[src/rtl/div.sv]
// div: iterative 32-bit signed/unsigned restoring divider; ports clk, rst, signed_div_i, opdata1_i, opdata2_i, start_i, annul_i -> result_o {rem,quo}, ready_o, stallreq_o
module div (
  input  logic        clk,
  input  logic        rst,
  input  logic        signed_div_i,
  input  logic [31:0] opdata1_i,
  input  logic [31:0] opdata2_i,
  input  logic        start_i,
  input  logic        annul_i,
  output logic [63:0] result_o,
  output logic        ready_o,
  output logic        stallreq_o
);
  typedef enum logic [1:0] {FREE, BYZERO, ON, END} state_t;
  state_t      state, state_n;
  logic [5:0]  cnt, cnt_n;
  logic [64:0] dividend, dividend_n;
  logic [31:0] divisor_r, divisor_n;
  logic        neg1, neg1_n, negq, negq_n;
  logic [63:0] result_r, result_n;
  logic [31:0] abs1, abs2, quo, rem;
  logic [33:0] diff;
  assign abs1       = (signed_div_i && opdata1_i[31]) ? -opdata1_i : opdata1_i;
  assign abs2       = (signed_div_i && opdata2_i[31]) ? -opdata2_i : opdata2_i;
  assign diff       = {1'b0, dividend[64:32]} - {2'b0, divisor_r};
  assign quo        = negq ? -dividend[31:0] : dividend[31:0];
  assign rem        = neg1 ? -dividend[64:33] : dividend[64:33];
  assign ready_o    = state == END;
  assign result_o   = ready_o ? result_r : 64'h0;
  assign stallreq_o = start_i & ~ready_o & ~annul_i;
  always_comb begin
    state_n    = state;
    cnt_n      = cnt;
    dividend_n = dividend;
    divisor_n  = divisor_r;
    neg1_n     = neg1;
    negq_n     = negq;
    result_n   = result_r;
    case (state)
      FREE: if (start_i && !annul_i) begin
        if (opdata2_i == 32'h0) state_n = BYZERO;
        else begin
          state_n    = ON;
          cnt_n      = 6'd0;
          dividend_n = {32'h0, abs1, 1'b0};
          divisor_n  = abs2;
          neg1_n     = signed_div_i & opdata1_i[31];
          negq_n     = signed_div_i & (opdata1_i[31] ^ opdata2_i[31]);
        end
      end
      BYZERO: begin
        state_n  = END;
        result_n = 64'h0;
      end
      ON: if (annul_i) state_n = FREE;
      else if (cnt != 6'd32) begin
        cnt_n      = cnt + 6'd1;
        dividend_n = diff[33] ? {dividend[63:0], 1'b0} : {diff[31:0], dividend[31:0], 1'b1};
      end else begin
        state_n  = END;
        cnt_n    = 6'd0;
        result_n = {rem, quo};
      end
      default: state_n = start_i ? END : FREE;
    endcase
  end
  always_ff @(posedge clk or posedge rst) begin
    if (rst) begin
      state     <= FREE;
      cnt       <= 6'd0;
      dividend  <= 65'h0;
      divisor_r <= 32'h0;
      neg1      <= 1'b0;
      negq      <= 1'b0;
      result_r  <= 64'h0;
    end else begin
      state     <= state_n;
      cnt       <= cnt_n;
      dividend  <= dividend_n;
      divisor_r <= divisor_n;
      neg1      <= neg1_n;
      negq      <= negq_n;
      result_r  <= result_n;
    end
  end
endmodule

[config.mk]
export PLATFORM = sky130hd
export DESIGN_NAME = div
export DESIGN_NICKNAME = d
export VERILOG_FILES = /design/src/rtl/div.sv
export SDC_FILE = /design/constraint.sdc
export NUM_CORES = 1
export LEC_CHECK = 0
export ABC_AREA = 1
export CAP_MARGIN = 25
export CORE_ASPECT_RATIO = 1.25
export CORE_MARGIN = 4
export CORE_UTILIZATION = 35
export CTS_CLUSTER_SIZE = 30
export DETAILED_ROUTE_END_ITERATION = 10
export SYNTH_ARGS = -nofsm -noshare
export SYNTH_HDL_FRONTEND = slang
export SYNTH_SLANG_ARGS = --single-unit
[constraint.sdc]
create_clock -name clk -period 11.2 [get_ports clk]
set_input_delay 2.24 -clock clk [delete_from_list [all_inputs] [get_ports clk]]
set_output_delay 2.24 -clock clk [all_outputs]
set_load 0.02 [all_outputs]
Word-level counts from Yosys, hierarchy flattened --
Cells that the tools add are included. Widths: inputs -> output; s select.
Cells by class: $add $sub $neg 6, equality and inequality tests 10, multiplexer cells 25, bitwise logic cells 8, reductions and logical operators 13
Operators with widths (number):
- $mux 65 | 5
- $mux 64 | 3
- $pmux 65 s2 | 1
- $mux 32 | 4
- $neg 32->32 | 4
- $pmux 64 s2 | 1
- $sub 33x32->34 | 1
- $logic_not 32->1 | 1
- $mux 6 | 4
- $pmux 6 s2 | 1
- $mux 2 | 5
- $ne 2x2->1 const B | 5
- $add 6x1->6 const B | 1
- $ne 6x6->1 const B | 1
- $pmux 2 s3 | 1
- $reduce_and 3->1 | 2
- $reduce_and 5->1 | 1
- $and 1x1->1 | 4
- $eq 2x2->1 const B | 2
- $reduce_and 4->1 | 1
- $reduce_bool 2->1 | 2
- $logic_and 1x1->1 | 3
- $ne 3x3->1 const B | 1
- $not 1->1 | 3
- other kinds (5) | 5
Word-level totals: register bits 171, bits of input ports 69, output and inout bits 66

Logic depth before layout (Yosys ltp) --
depth after elaboration 5, depth in mapped cells 17, mapped depth without buffers 16

Worst setup path after synthesis --
Ideal clock, no wire load.
path type input to output, from input port start_i, to output port stallreq_o, arrival time 2.718 ns, slack 6.242 ns, cell stages on the path 4, path buffers 0, path through inv_1 > nor2_1 > inv_1 > nor2_1
Between the ends: word-level cells in the longest chain between the ends 2
Ends and longest elaborated chain:
- from (decl) | RTL line 8 | input logic start_i,
- $and 1x1->1 (2 in a row) | RTL line 30 | assign stallreq_o = start_i & ~ready_o & ~annul_i;
- to (decl) | RTL line 12 | output logic stallreq_o
No other way between the ends.

Final worst setup path --
Ends and elaborated chain as after synthesis.

==> results.toml <==
[routing]
top_layer_used = "met4"
drt-met1-wl_mm = 18.9
detail_route.drc_violations = 0
wl_per_cell_um = 16.5
vias_per_cell = 5.06
vias = 14503
wirelength_mm = 47.3
routed-wl-met3_mm = 1.58
drt_iter0_markers = 993
met2_length_mm = 24.3
firstDrtPassIters = 5
drtAntennaViolNets = 0

[synthesis]
ys_seq_area_share_pct = 30.7
synth_edf_count = 0
synthMostInstantiatedCell = "nand2_1"
syn_area_sq_um = 13900
synth_common_cells = "nand2_1 (661), inv_1 (377), nand3_1 (253)"
netlist.area_leader.share_pct = 30.7
postSynth.asyncResetShare_pct = 100
synth.net_count = 2374
synth_seq_cells = 171
syn_area_per_cell_sq_um = 6.16
yosysTopAreaCell = "dfrtp_1"
muxShareOfSynthArea_pct = 0
synth-simple-area-share_pct = 39.2
syn_inst = 2266
synth.distinct_cells = 48
synth_top_family_by_area = "simple AND/OR/NAND/NOR gates"
synth_area_leaders = "dfrtp_1 (31%), nand2_1 (18%), inv_1 (10%), nand3_1 (9.1%), nor2_1 (6.7%)"
synth-main-ff-cell = "dfrtp_1"
synthAdderAreaFrac_pct = 3.55
synth-xor-area-share_pct = 2.89
synth_compound_area_share_pct = 10.7
yosys_warnings = 0

[finish]
nNetsFinal = 2463
drive_gt1_share_pct = 3.80
n_antenna_cell = 0
area.growth.synth_to_final_pct = 16.6

[placement]
place_hpwl_mm = 37.2
place_congestion = 0.961
port_buffers = 134

[worst_setup_path]
reg2reg_from = "state[0]"
crit_arrival_ps = 3650
required_ps = 8960
crit_type = "in2out"
cp-startpoint = "start_i"
critPathLaunchType = "input pin"
critical_path.max_fanout = 3
timing.critical_path.to_type = "output port"
critical_path.top_delay_family = "buffers and inverters"
slowest_stage = "clkdlybuf4s50_1"
slowest_delay_ps = 610
crit_chain = "clkdlybuf4s50_1 -> inv_1 -> nor2_1 -> inv_1 -> nor2_1 -> clkdlybuf4s50_1"
critPathBufInv = 4

[clock_tree]
clk_latency_ps = 450
clkTransAtPathRegs_ps = 70
cts_num_sinks = 171
postCtsHoldBufs = 0
cts.repair.resized = 0
cts_root_buffer = "clkbuf_16"
cts_buffers = 17
cts_buffer_depth = 2
post-cts-setup-buffers = 0
cts_tree = "done"
htreeDepth = 4

[timing]
setup_violations = 0
tightest_slew_ps = 1090
rsz0062_at_grt = "no"
slew_viol_final = 0
timing.hold.ws_ps = 483
max_freq_mhz = 170
min_period_ps = 5890
hold_viol_final = 0
slew_headroom_pct = 27.6
clock_skew_ps = 13.6
fin_setup_tns_ps = 0
period_share_pct = 52.6

[min_path]
min-delay-start = "divisor_r[3]"
hp-class = "reg2reg"

[die]
row_count = 81
die_w_um = 187
dieArea_sq_um = 43100
core_area_sq_um = 39200
die_y_um = 231
start_util_pct = 35.6
io_pins = 135

[global_route]
grt_pass1_vias = 14138
gr-total-overflow = 0
grt.total_usage_pct = 21.7
grt_pass1_wl_mm = 75.1
grt_max_degree = 102
grt_antenna_before_repair = 0

[status]
status = "finished clean"

[power_and_ir_drop]
pwr-share-seq_pct = 24.7
p_int_mw = 1.95
swShare_pct = 52.3
ir_drop_v = 0.000139
p_leak_nw = 7.99
power_switching_mw = 2.14
power.share.clock_pct = 15.2
power_density_nw_per_um2 = 251
combPwrFrac_pct = 60.1

[job]
drv_cap = 0
==> cell type report <==
type | count | area (sq um)
timing repair buffer | 144 | 1450
inverter | 385 | 1450
multi-input combinational | 1636 | 7870
fill | 4181 | 23000
clock inverter | 11 | 144
clock buffer | 21 | 450
tap | 498 | 623
sequential | 171 | 4280
==> power groups by stage <==
stage | Sequential [mW] | Clock [mW] | Combinational [mW]
6_report | 1.01 | 0.621 | 2.46
5_1_grt | 1.03 | 0.656 | 2.80
4_1_cts | 1.01 | 0.634 | 2.45
3_5_place_dp | 1.02 | 0 | 2.44
3_3_place_gp | 1.01 | 0 | 2.41
2_1_floorplan | 0.933 | 0 | 1.88
==> layer usage <==
metal  global-route usage (%)  up-vias
li1                         -     7347
met1                     24.2     6692
met2                     40.5      364
met3                     2.49      100
met4                     11.7        0
met5                        0        -
==> final timing paths <==
| kind | slack [ps] | end | cells past startpoint |
|---|---|---|---|
| worst max-delay path | 5310 | stallreq_o | 6 |
| worst min-delay path | 480 | divisor_r[3] | 2 |
| worst max register to register | 7180 | result_r[33] | 10 |
| worst min register to register | 480 | divisor_r[3] | 2 |
| max in group asynchronous | 7520 | dividend[3] | 4 |
| min in group asynchronous | 2040 | result_r[50] | 2 |
==> cells in the final DEF, fill, tap and decap left out, types with 27 or more instances in the layout <==
cell type        Yosys  routed
nor2_1             249     248
clkdlybuf4s50_1      0     134
nand3_1            253     253
dfrtp_1            171     171
nand2_1            661     660
a21oi_1             59      59
ha_1                38      38
o21ai_1             29      29
inv_1              377     376
xor2_1              27      27
nand4_1             43      43
o22ai_1             33      33
o21ai_0            130     130
==> worst reg2reg max path, stage by stage (launching register included) <==
cell	delay (ps)
dfrtp_1	440
nor2_4	610
inv_2	540
nor2_2	290
inv_2	80
nor2_4	110
buf_4	450
nor2_2	280
inv_2	770
o2111ai_1	240
o21ai_0	120
==> registers in the layout (all words and copies together), names as in the netlist <==
name and flops:
neg1 1, state 2, result_r 64, cnt 6, divisor_r 32, dividend 65
negq 1
==> through the flow <==
stage                     utilization (%)  power (mW)  setup WS [ps]  instance area (sq um)  instances
after floorplan                         -        2.81           4330                  13900       2266
after global placement               39.8        3.42           5280                  15600       2832
after detailed placement             39.8        3.45           5300                  15600       2832
after CTS                            41.3        4.09           5300                  16200       2864
after global routing                 41.5        4.49           5180                  16300       2866
final                                41.5        4.09           5310                  16300       2866
==> kinds of logic after synthesis <==
logic type      count (synthesis)
buf+inv                       459
fa+ha+maj                      39
xor+xnor                       46
flops                         171
compound gates                275
simple gates                 1276
Power figures use the tool's default switching activity.
